$ cat src/rtl/fp_mult_pkg.sv
// Shared definitions for the FP word format: exception codes, exponent bias
// and construction of the header of non-normal result words.
package fp_mult_pkg;

    typedef enum logic [1:0] {
        EXN_ZERO   = 2'b00,
        EXN_NORMAL = 2'b01,
        EXN_INF    = 2'b10,
        EXN_NAN    = 2'b11
    } exn_e;

    function automatic int unsigned bias(input int unsigned we);
        return (32'd1 << (we - 1)) - 32'd1;
    endfunction

    // {exn, sign} header of a zero/inf/NaN word; the caller appends zero exp/frac.
    // NaN is canonical, so its sign is forced to 0.
    function automatic logic [2:0] special_hdr(input exn_e exn, input logic sign);
        return {exn, (exn == EXN_NAN) ? 1'b0 : sign};
    endfunction

endpackage

$ cat src/rtl/fp_mult_round.sv
// Combinational back end of the multiplier: normalize the mantissa product,
// round to nearest even, range-check the exponent and pack the result word.
module fp_mult_round
    import fp_mult_pkg::*;
#(
    parameter int WE = 5,
    parameter int WF = 6
) (
    input  logic [1:0]         i_exn,
    input  logic               i_sign,
    input  logic [WE+1:0]      i_exp,
    input  logic [2*WF+1:0]    i_prod,
    output logic [WE+WF+2:0]   o_word
);

    localparam logic [WE+1:0] EXP_MAX = {2'b00, {WE{1'b1}}};

    logic            w_msb;
    logic [WF-1:0]   w_frac;
    logic            w_guard;
    logic            w_sticky;
    logic            w_rnd;
    logic [WF:0]     w_frac_sum;
    logic [WE+1:0]   w_exp_n;
    logic [WE+1:0]   w_exp_r;

    always_comb begin
        w_msb = i_prod[2*WF+1];
        if (w_msb) begin
            w_frac   = i_prod[2*WF:WF+1];
            w_guard  = i_prod[WF];
            w_sticky = |i_prod[WF-1:0];
        end else begin
            w_frac   = i_prod[2*WF-1:WF];
            w_guard  = i_prod[WF-1];
            w_sticky = |i_prod[WF-2:0];
        end
        w_rnd      = w_guard & (w_sticky | w_frac[0]);
        // A carry out of the fraction leaves the stored fraction at zero.
        w_frac_sum = {1'b0, w_frac} + {{WF{1'b0}}, w_rnd};
        w_exp_n    = i_exp + {{(WE+1){1'b0}}, w_msb};
        w_exp_r    = w_exp_n + {{(WE+1){1'b0}}, w_frac_sum[WF]};

        o_word = '0;
        if (i_exn != EXN_NORMAL) begin
            o_word = {special_hdr(exn_e'(i_exn), i_sign), {(WE+WF){1'b0}}};
        end else if (w_exp_r[WE+1]) begin
            o_word = {special_hdr(EXN_ZERO, i_sign), {(WE+WF){1'b0}}};
        end else if (w_exp_r > EXP_MAX) begin
            o_word = {special_hdr(EXN_INF, i_sign), {(WE+WF){1'b0}}};
        end else begin
            o_word = {EXN_NORMAL, i_sign, w_exp_r[WE-1:0], w_frac_sum[WF-1:0]};
        end
    end

endmodule

$ cat src/rtl/fp_mult_pipe.sv
// Three-stage pipelined FP multiplier with a valid/ready handshake; every
// stage advances together whenever the output register is free or drained.
module fp_mult_pipe
    import fp_mult_pkg::*;
#(
    parameter int WE = 5,
    parameter int WF = 6
) (
    input  logic                clk,
    input  logic                rst,
    input  logic                in_valid,
    output logic                in_ready,
    input  logic [WE+WF+2:0]    x,
    input  logic [WE+WF+2:0]    y,
    output logic                out_valid,
    input  logic                out_ready,
    output logic [WE+WF+2:0]    r
);

    localparam int W = WE + WF + 3;
    localparam logic [WE+1:0] BIAS_E = (WE+2)'(bias(WE));

    logic              w_advance;
    exn_e              w_x_exn;
    exn_e              w_y_exn;
    exn_e              w_exn;
    logic [W-1:0]      w_round_word;

    logic              r_s1_valid;
    exn_e              r_s1_exn;
    logic              r_s1_sign;
    logic [WE+1:0]     r_s1_exp;
    logic [WF:0]       r_s1_mx;
    logic [WF:0]       r_s1_my;

    logic              r_s2_valid;
    exn_e              r_s2_exn;
    logic              r_s2_sign;
    logic [WE+1:0]     r_s2_exp;
    logic [2*WF+1:0]   r_s2_prod;

    logic              r_out_valid;
    logic [W-1:0]      r_out;

    assign w_advance = !r_out_valid || out_ready;
    assign in_ready  = w_advance;
    assign out_valid = r_out_valid;
    assign r         = r_out;

    always_comb begin
        w_x_exn = exn_e'(x[W-1:W-2]);
        w_y_exn = exn_e'(y[W-1:W-2]);
        w_exn   = EXN_NORMAL;
        if (w_x_exn == EXN_NAN || w_y_exn == EXN_NAN ||
            (w_x_exn == EXN_ZERO && w_y_exn == EXN_INF) ||
            (w_x_exn == EXN_INF && w_y_exn == EXN_ZERO)) begin
            w_exn = EXN_NAN;
        end else if (w_x_exn == EXN_INF || w_y_exn == EXN_INF) begin
            w_exn = EXN_INF;
        end else if (w_x_exn == EXN_ZERO || w_y_exn == EXN_ZERO) begin
            w_exn = EXN_ZERO;
        end
    end

    always_ff @(posedge clk or posedge rst) begin
        if (rst) begin
            r_s1_valid <= 1'b0;
            r_s1_exn   <= EXN_ZERO;
            r_s1_sign  <= 1'b0;
            r_s1_exp   <= '0;
            r_s1_mx    <= '0;
            r_s1_my    <= '0;
        end else if (w_advance) begin
            r_s1_valid <= in_valid;
            if (in_valid) begin
                r_s1_exn  <= w_exn;
                r_s1_sign <= x[WE+WF] ^ y[WE+WF];
                r_s1_exp  <= {2'b00, x[WE+WF-1:WF]} + {2'b00, y[WE+WF-1:WF]} - BIAS_E;
                r_s1_mx   <= {1'b1, x[WF-1:0]};
                r_s1_my   <= {1'b1, y[WF-1:0]};
            end
        end
    end

    always_ff @(posedge clk or posedge rst) begin
        if (rst) begin
            r_s2_valid <= 1'b0;
            r_s2_exn   <= EXN_ZERO;
            r_s2_sign  <= 1'b0;
            r_s2_exp   <= '0;
            r_s2_prod  <= '0;
        end else if (w_advance) begin
            r_s2_valid <= r_s1_valid;
            r_s2_exn   <= r_s1_exn;
            r_s2_sign  <= r_s1_sign;
            r_s2_exp   <= r_s1_exp;
            r_s2_prod  <= {{(WF+1){1'b0}}, r_s1_mx} * {{(WF+1){1'b0}}, r_s1_my};
        end
    end

    fp_mult_round #(
        .WE(WE),
        .WF(WF)
    ) u_round (
        .i_exn  (r_s2_exn),
        .i_sign (r_s2_sign),
        .i_exp  (r_s2_exp),
        .i_prod (r_s2_prod),
        .o_word (w_round_word)
    );

    always_ff @(posedge clk or posedge rst) begin
        if (rst) begin
            r_out_valid <= 1'b0;
            r_out       <= '0;
        end else if (w_advance) begin
            r_out_valid <= r_s2_valid;
            if (r_s2_valid) begin
                r_out <= w_round_word;
            end
        end
    end

endmodule
$ cat config.mk
export PLATFORM = sky130hd
export DESIGN_NAME = fp_mult_pipe
export DESIGN_NICKNAME = d
export VERILOG_FILES = /design/src/rtl/fp_mult_pkg.sv /design/src/rtl/fp_mult_round.sv /design/src/rtl/fp_mult_pipe.sv
export SDC_FILE = /design/constraint.sdc
export NUM_CORES = 1
export LEC_CHECK = 0
export CORE_MARGIN = 5
export CORE_UTILIZATION = 35
export DETAILED_ROUTE_END_ITERATION = 8
export SYNTH_ARGS = -nofsm -noshare
export SYNTH_HDL_FRONTEND = slang
export SYNTH_SLANG_ARGS = --single-unit
$ cat constraint.sdc
create_clock -name clk -period 7.9 [get_ports clk]
set_input_delay 1.185 -clock clk [delete_from_list [all_inputs] [get_ports clk]]
set_output_delay 1.185 -clock clk [all_outputs]
set_load 0.005 [all_outputs]
Word level (Yosys, flattened, before mapping)

Cells that the tools add are included.
Widths: inputs -> output; s select.

$add $sub $neg: 5
Mux-type cells: 10
Bitwise operators: 3
Equal/unequal tests: 6
Multipliers: 1
Order comparisons: 1
Shift-type cells: 0
Reduce and logical (&&, ||, !) cells: 15
Divide/modulo/power cells: 0

Operator list:

| operator            | count |
|---|---|
| $mux 14             | 3 |
| $add 7x1->7         | 2 |
| $mul 7x7->14        | 1 |
| $eq 2x2->1 const B  | 5 |
| $add 6x1->7         | 1 |
| $gt 7x5->1 const B  | 1 |
| $sub 6x4->7 const B | 1 |
| $add 5x5->6         | 1 |
| $logic_or 1x1->1    | 6 |
| $mux 6              | 1 |
| $reduce_or 6->1     | 1 |
| $reduce_or 5->1     | 1 |
| $logic_not 2->1     | 2 |
| $mux 1              | 4 |
| $mux 2              | 2 |
| $reduce_and 2->1    | 2 |
| $logic_and 1x1->1   | 2 |
| $ne 2x1->1 const B  | 1 |
| $and 1x1->1         | 1 |
| $logic_not 1->1     | 1 |
| $or 1x1->1          | 1 |
| $xor 1x1->1         | 1 |

Flip-flop bits (word level): 65
Input port bits: 32
Bits in latches: 0
Output and inout port bits: 16
Bits in writable memories: 0
Memories: 0
Bits in read-only memories: 0

Logic depth before layout (Yosys ltp)

Gate-level depths: netlist (run 1).

Depth in word-level cells: 10
Mapped depth: 15
Depth with buffers taken out: 15

By module

From an unflattened synthesis (run 1), not the netlist that was laid out.

Cells, all modules: 477
Area, all modules: 4,724.5 µm²

Modules (own cells, without submodules):

| module        | area an instance (µm²) | cells an instance | instances |
|---|---|---|---|
| fp_mult_pipe  | 4,207.8                | 401               | 1 |
| fp_mult_round | 516.7                  | 76                | 1 |

Worst setup path before layout (run 1)

No wires, ideal clock.

Path kind: reg-to-reg
Start point: reg r_s1_mx[6]
End point: reg r_s2_prod[11]
Stages on the path, launching flop included: 16
Data required time: 7.780 ns
Path buffers: 1
Slack: 3.329 ns
Arrival time: 4.451 ns
Cells stage by stage: dfrtp_1 > clkbuf_1 > nand2_1 > fa_1 > fa_1 > inv_1 > fa_1 > inv_1 > fa_1 > inv_1 > ha_1 > a21oi_2 > nand2_1 > o211a_1 > or4_1 > a31o_1

Longest elaborated chain between the ends: 1

RTL lines:

| item                   | RTL line           | source |
|---|---|---|
| from (decl)            | fp_mult_pipe.sv:33 | `logic [WF:0] r_s1_mx;` |
| from (signal assigned) | fp_mult_pipe.sv:79 | `r_s1_mx <= {1'b1, x[WF-1:0]};` |
| $mul 7x7->14           | fp_mult_pipe.sv:97 | `r_s2_prod <= {{(WF+1){1'b0}}, r_s1_mx} * {{(WF+1){1'b0}}, r_s1_my};` |
| to (signal assigned)   | fp_mult_pipe.sv:97 |  |
| to (decl)              | fp_mult_pipe.sv:40 | `logic [2*WF+1:0] r_s2_prod;` |

No other way between the ends.
A chain may end at the register's enable or synchronous reset.

Worst setup path after layout (run 1)

Ends and elaborated chain as after synthesis.

==> reports/results.tsv, run 1 <==
metric	value	unit
outcome	completed	
min_period	4.690	ns
synth_edf_count	0	
cts.sinks	64	
via_per_inst	4.721	
drive_gt1_share	6.963	%
synthToLayoutAreaGrowth	20.96	%
synth_area	0.004518	mm²
grt_pass1_wl	15.30	mm
ys_async_sr_fraction	100.0	%
row_count	41	
final_nets	613	
timing.rr.end	r_s2_prod[11]$_DFFE_PP0N_	
cp_max_fo	14	
worstSetupPathType	reg -> reg	
root_buffer	clkbuf_16	
cts_tree	done	
hp-start	r_s2_prod[3]$_DFFE_PP0N_	
regToRegStartpoint	r_s1_mx[6]$_DFFE_PP0P_	
drc	0	
htree_num_levels	3	
vias	3253	
tns	0	ns
synth_top_cell_by_area	dfrtp_1	
max_slew_margin	29.51	%
dp.final_hpwl	6.861	mm
hold_viol	0	
clock_path_buffers	2	
yosysSeqAreaShare	35.45	%
fin_crit_sh	59.36	%
timing.critical_path.from	r_s1_mx[6]$_DFFE_PP0P_	
synth.distinct_cells	51	
synth_top_cells_by_area	dfrtp_1 35%, ha_1 12%, fa_1 12%	
cts_setup_buffers	0	
worstPathArrival	4.90	ns
wire_per_inst	12.58	µm
clk_pin_slew	0.05	ns
rr_worst_depth	14	
hold_path_end	r_s2_prod[3]$_DFFE_PP0N_	
grt_pass1_vias	3219	
ant_nets	0	
hold_class	reg -> reg	
grtUsageTotal	12.31	%
cts_resized	0	
syn_nets	567	
synth_ff_type	dfrtp_1	
max_freq	213.2	MHz
portBuffers	47	
tightest_slew	1.055	ns
maxSlewViolCount	0	
grt_max_degree	65	
cts-buffers-inserted	9	
diodes	0	
max-cap-violations	0	
setup_viol	0	
hold_buffers	0	
drtIter0Drc	125	
gp_congestion	0.8118	
antenna_found_initial	0	
io_pins	48	
start_kind	register	
ys_ff_latch	64	
min_path_cells	2	
required	8.11	ns
insertion_delay	0.32	ns
core_area	0.01262	mm²
rsz0062_at_grt	false	
syn-mean-instance-area	9.695	µm²
yosys_warnings	0	
grt_overflow	0	
fp.dieW	123.6	µm
floorplan.initialDensity	35.80	%
yosysTopAreaCellShare	35.45	%
post_synth_inst_count	466	
fp.dieArea	0.01528	mm²
skew	0.006392	ns
dr.pass1.iters	4	
end_kind	register	
wl	8.666	mm
dieHeight	123.6	µm
ff2ff_setup_slack	3.21	ns
## placed cells by master (no fill, tap or decap), drive strengths merged, types with 4 or more instances in the layout
| master | Yosys | final |
|---|---|---|
| a21oi | 17 | 17 |
| a22o | 9 | 9 |
| and2 | 33 | 33 |
| and3 | 4 | 4 |
| clkbuf | 11 | 11 |
| clkdlybuf4s50 | 0 | 47 |
| dfrtp | 64 | 64 |
| fa | 26 | 26 |
| ha | 43 | 43 |
| inv | 39 | 39 |
| mux2 | 15 | 15 |
| nand2 | 86 | 86 |
| nand2b | 6 | 6 |
| nand3 | 10 | 10 |
| nor2 | 20 | 20 |
| o21ai | 16 | 16 |
| xnor2 | 10 | 10 |
| xor2 | 9 | 9 |
## layout make-up
class | count | area (µm²)
Sequential cell | 64 | 1602
Fill cell | 1254 | 7154
Clock inverter | 5 | 56.30
Clock buffer | 11 | 242.7
Tap cell | 172 | 215.2
Timing Repair Buffer | 49 | 485.5
Multi-Input combinational cell | 349 | 2718
Inverter | 39 | 146.4
## worst max-delay path: stages, from the launching register on
cell	delay, ns
dfrtp_1	0.57
nand2_1	0.15
fa_1	0.52
fa_1	0.54
inv_1	0.05
fa_1	0.53
inv_1	0.05
fa_1	0.53
inv_1	0.04
ha_1	0.36
a21oi_2	0.17
nand2_1	0.12
o211a_1	0.25
or4_1	0.46
a31o_1	0.23
## flip-flops by register name (all words and copies together) (netlist names), 2 cells and up
| signal | count |
|---|---|
| r | 14 |
| r_s2_prod | 14 |
| r_s1_exp | 7 |
| r_s1_mx | 7 |
| r_s2_exp | 7 |
| r_s1_my | 6 |
| r_s1_exn | 2 |
| r_s2_exn | 2 |
## worst max path at each step
stage	slack, ns	endpoint	depth (start not counted)
after global placement	3.29	r_s2_prod[11]$_DFFE_PP0N_	14
after CTS	3.20	r_s2_prod[11]$_DFFE_PP0N_	14
after global routing	2.94	r_s2_prod[11]$_DFFE_PP0N_	14
after floorplan	3.33	r_s2_prod[11]$_DFFE_PP0N_	15
after detailed placement	3.22	r_s2_prod[11]$_DFFE_PP0N_	14
final	3.21	r_s2_prod[11]$_DFFE_PP0N_	14
## logic make-up (layout without fill, tap and decap cells)
group / Yosys count / count (layout) / share of synthesized area, %
multiplexers: 16 / 16 / 3.960
AO/OA/AOI/OAI: 70 / 70 / 10.50
buffers and inverters: 53 / 104 / 4.459
AND/OR/NAND/NOR: 175 / 175 / 18.53
adder cells (fa/ha/maj): 69 / 69 / 23.43
XOR/XNOR: 19 / 19 / 3.683
flip-flops: 64 / 64 / 35.45
## cell usage after synthesis, types with 2 or more instances
library cell / instances
nand3_1: 10
buf_2: 2
nor3_1: 2
dfrtp_1: 64
o21ai_1: 2
a31oi_1: 2
mux2_2: 15
clkbuf_1: 11
nor2_1: 20
a21oi_1: 16
xnor2_1: 10
a32o_1: 2
inv_1: 39
and2_1: 33
o31ai_1: 2
a211oi_1: 2
a21o_1: 3
ha_1: 43
a21boi_0: 2
and3_1: 4
fa_1: 26
o21a_1: 2
nand2_1: 86
o21ai_0: 14
a22o_1: 9
nor2b_1: 3
xor2_1: 9
or4_1: 3
a211o_1: 2
nand2b_1: 6
and4_1: 2
## layer usage
| layer | up-vias | wire length, µm | global-route usage [%] |
|---|---|---|---|
| met5 | - | 0 | 0 |
| met4 | 0 | 41 | 2.491 |
| met3 | 6 | 305 | 3.088 |
| met2 | 50 | 3868 | 18.62 |
| met1 | 1527 | 4451 | 17.91 |
| li1 | 1670 | - | - |
## stage by stage
step | hold slack (ns) | util, % | area (µm²) | instances | worst slack (ns)
2_1_floorplan | 0.4307 | - | 4518 | 466 | 3.329
3_3_place_gp | 0.4440 | 40.94 | 5166 | 673 | 3.285
3_5_place_dp | 0.4500 | 40.94 | 5166 | 673 | 3.219
4_1_cts | 0.4614 | 43.31 | 5465 | 689 | 3.201
5_1_grt | 0.4909 | 43.31 | 5465 | 689 | 2.938
6_report | 0.4640 | 43.31 | 5465 | 689 | 3.210
Power of run 1 is left out: the tool's default activity adds up to more than one toggle a clock period on the data nets, which glitch-free logic cannot reach.
==> inputs of run 2 (changes only) <==
Clock period 7.9 ns to 4.2 ns, I/O delays scaled along.
==> reports/results.tsv, run 2 (synthesis gave the netlist of run 1 again) <==
metric	value	unit
synthToLayoutAreaGrowth	25.70	%
max-cap-violations	0	
skew	0.006703	ns
fin_crit_sh	99.54	%
floorplan.initialDensity	35.80	%
layout_common_cells	85 x nand2_1, 63 x dfrtp_1, 47 x clkdlybuf4s50_1	
start_kind	register	
rr_worst_depth	15	
wire_per_inst	12.86	µm
dp_cells	696	
io_pins	48	
diodes	0	
final_common_cell	nand2_1	
cts_tree	done	
maxSlewViolCount	0	
grtUsageTotal	13.23	%
wl	9.180	mm
tns	0	ns
pre_cts_slack	-0.06749	ns
vias	3357	
cts.sinks	64	
min_period	4.181	ns
drc	0	
ant_nets	0	
drtIter0Drc	131	
clock_path_buffers	2	
via_per_inst	4.702	
gp_congestion	0.8285	
portBuffers	47	
core_area	0.01262	mm²
grt_pass1_vias	3510	
cts-buffers-inserted	9	
fp.dieArea	0.01528	mm²
insertion_delay	0.33	ns
grt_overflow	0	
grt_max_degree	36	
final_nets	638	
dpl-instance-area	0.005354	mm²
rsz0062_at_grt	true	
clk_pin_slew	0.06	ns
row_count	41	
hold_class	reg -> reg	
dr.pass1.iters	4	
dieHeight	123.6	µm
root_buffer	clkbuf_16	
antenna_found_initial	0	
worstPathArrival	4.40	ns
outcome	completed	
fillers	1241	
drive_gt1_share	13.47	%
grt_pass1_wl	16.19	mm
dp.final_hpwl	7.316	mm
max_freq	239.2	MHz
min_path_cells	2	
fin_cells	714	
setup_viol	0	
worstSetupPathType	reg -> reg	
fp.dieW	123.6	µm
tightest_slew	0.9059	ns
worst_slack	0.01936	ns
cp_max_fo	5	
end_kind	register	
hold_viol	0	
hold_buffers	0	
max_slew_margin	39.46	%
htree_num_levels	3	
required	4.42	ns
design_area	0.005679	mm²
-- run 2: worst paths after layout --
path	startpoint	endpoint	slack (ns)
min in group asynchronous	rst	r_s1_mx[1]$_DFFE_PP0P_	0.76
max reg2reg	r_s1_my[3]$_DFFE_PP0P_	r_s2_prod[11]$_DFFE_PP0N_	0.02
min	r_s2_prod[3]$_DFFE_PP0N_	r_s2_prod[3]$_DFFE_PP0N_	0.46
min reg2reg	r_s2_prod[3]$_DFFE_PP0N_	r_s2_prod[3]$_DFFE_PP0N_	0.46
max	r_s1_my[3]$_DFFE_PP0P_	r_s2_prod[11]$_DFFE_PP0N_	0.02
max in group asynchronous	rst	out_valid$_DFFE_PP0N_	2.59
-- run 2: worst max-delay path: stages, from the launching register on --
cell     delay [ns]
dfrtp_1        0.38
and2_4         0.16
fa_1           0.55
inv_2          0.04
fa_1           0.52
inv_1          0.05
fa_1           0.49
inv_2          0.04
fa_1           0.48
inv_2          0.05
ha_4           0.23
a21oi_4        0.14
nand2_2        0.07
o211a_1        0.21
or4_1          0.47
a31o_1         0.18
-- run 2: timing repair --
item | 4_1_cts | 5_1_grt
setup endpoints to repair | 2 | 4
gates resized for setup | 0 | 9
pin swaps | 6 | 5
setup buffers | 0 | 2
-- run 2: per-stage QoR --
step / utilization [%] / hold WS, ns
6_report: 45.00 / 0.4625
5_1_grt: 45.00 / 0.4893
4_1_cts: 44.67 / 0.4657
3_5_place_dp: 42.43 / 0.4533
3_3_place_gp: 42.43 / 0.4443
2_1_floorplan: - / 0.4307
-- run 2: cell type report --
type | count | area, µm² | share of cell area (%)
inverters | 39 | 146.4 | 2.578
multi-input cells | 349 | 2759 | 48.58
clock buffers | 10 | 239.0 | 4.208
repair buffers | 74 | 673.1 | 11.85
clock inverters | 6 | 43.79 | 0.7711
flip-flops and latches | 64 | 1603 | 28.22
well taps | 172 | 215.2 | 3.789
-- run 2: layer usage --
| layer | wire, µm | vias up | track usage [%] |
|---|---|---|---|
| li1 | - | 1710 | - |
| met1 | 4446 | 1590 | 17.78 |
| met2 | 4360 | 53 | 21.16 |
| met3 | 308 | 4 | 2.816 |
| met4 | 65 | 0 | 4.637 |
| met5 | 0 | - | 0 |
Power of run 2 is left out for the same reason.
==> inputs of run 3 (changes only) <==
Settings changed: CORE_MARGIN 5 to default, CORE_UTILIZATION 35 to 50, PLACE_DENSITY from default to 0.75.
==> reports/results.tsv, run 3 (synthesis gave the netlist of run 1 again) <==
metric	value	unit
gp_congestion	0.8300	
max_freq	239.8	MHz
rsz0062_at_grt	true	
ff2ff_setup_slack	0.03	ns
final_common_cell	nand2_1	
wire_per_inst	14.39	µm
insertion_delay	0.34	ns
portBuffers	47	
hold_buffers	0	
cts.sinks	64	
outcome	completed	
required	4.47	ns
synthToLayoutAreaGrowth	25.78	%
antenna_found_initial	0	
diodes	0	
tightest_slew	0.8182	ns
dr.pass1.iters	5	
max-cap-violations	0	
max_slew_margin	45.37	%
worstPathArrival	4.44	ns
layout_common_cells	85 x nand2_1, 64 x dfrtp_1, 47 x clkdlybuf4s50_1	
fin_crit_sh	99.29	%
dieHeight	97.06	µm
worstSetupPathType	reg -> reg	
drc	0	
setup_viol	0	
drive_gt1_share	15.54	%
via_per_inst	5.380	
hold_viol	0	
whs	0.4712	ns
ant_nets	0	
grtUsageTotal	20.80	%
fp.dieArea	0.009421	mm²
floorplan.initialDensity	51.81	%
dr_wl_met2	4.858	mm
hold_class	reg -> reg	
grt_pass1_wl	15.87	mm
final_nets	643	
dp.final_hpwl	7.041	mm
cts-buffers-inserted	9	
vias	3524	
row_count	34	
maxSlewViolCount	0	
end_kind	register	
clk_pin_slew	0.08	ns
start_kind	register	
wl_met1	4.214	mm
fp.dieW	97.06	µm
cts_tree	done	
grt_max_degree	42	
root_buffer	clkbuf_8	
htree_num_levels	3	
maxUsedRoutingLayer	met4	
wl	9.426	mm
cp_max_fo	5	
min_period	4.170	ns
io_pins	48	
skew	0.01416	ns
drtIter0Drc	178	
core_area	0.008721	mm²
clock_path_buffers	2	
grt_pass1_vias	3495	
grt_overflow	0	
wl_met3	250	µm
==> run 3: cell count changes in the layout (fill, tap and decap cells not counted), moves of 2 or more <==
cell	delta
buf_4	+3
buf_6	+2
bufinv_16	+2
clkbuf_16	-9
clkbuf_8	+8
ha_1	-5
ha_4	+6
o21ai_0	-2
o21ai_1	+2
==> run 3: cell type report <==
class                      instances  area [µm²]
clock inverter                     7       102.6
fill                             718        3038
sequential                        64        1602
multi-input combinational        349        2855
inverter                          39       146.4
clock buffer                       9       123.9
tap                              108       135.1
timing repair buffer              79       718.2
==> run 3: stage by stage <==
step / utilization (%) / worst slack (ns) / setup TNS (ns) / cells / instance area (µm²)
CTS: 63.53 / -0.07218 / -0.1414 / 652 / 5540
finish: 65.16 / 0.02998 / 0 / 655 / 5683
floorplan: - / -0.03674 / -0.03674 / 466 / 4543
global route: 65.16 / -0.1080 / -0.3324 / 655 / 5683
global placement: 60.47 / -0.007878 / -0.007878 / 632 / 5274
detailed placement: 60.47 / -0.1211 / -0.2815 / 632 / 5274
==> run 3: worst paths after layout <==
kind                       cells after the start                        end                     start
min in group asynchronous                      2     r_s1_my[0]$_DFFE_PP0P_                       rst
max                                           16  r_s2_prod[13]$_DFFE_PP0N_    r_s1_my[2]$_DFFE_PP0P_
min                                            2   r_s2_prod[3]$_DFFE_PP0N_  r_s2_prod[3]$_DFFE_PP0N_
max in group asynchronous                      3    r_s2_exp[2]$_DFFE_PP0N_                       rst
min reg2reg                                    2   r_s2_prod[3]$_DFFE_PP0N_  r_s2_prod[3]$_DFFE_PP0N_
max reg2reg                                   16  r_s2_prod[13]$_DFFE_PP0N_    r_s1_my[2]$_DFFE_PP0P_
==> run 3: critical path: stages, from the launching register on <==
cell and delay [ns]:
dfrtp_1 0.38, and2_4 0.16, fa_1 0.55, inv_2 0.04, fa_1 0.50, inv_1 0.05
fa_1 0.47, inv_1 0.05, fa_1 0.48, inv_2 0.05, ha_4 0.24, a21oi_4 0.18
nand2_2 0.09, buf_6 0.12, o21a_1 0.17, or4_1 0.39, a31oi_1 0.18
==> run 3: repair_timing <==
item	4_1_cts	5_1_grt
hold endpoints to repair	0	0
endpoints found under the setup margin	3	4
setup buffers	4	3
pin swaps	15	19
gates resized for setup	4	19
==> run 3: per-layer routing <==
| metal | up-vias | global-route usage, % |
|---|---|---|
| met4 | 0 | 6.315 |
| met2 | 77 | 36.29 |
| met5 | - | 0 |
| li1 | 1722 | - |
| met1 | 1714 | 26.67 |
| met3 | 11 | 3.165 |
Power of run 3 is left out for the same reason.
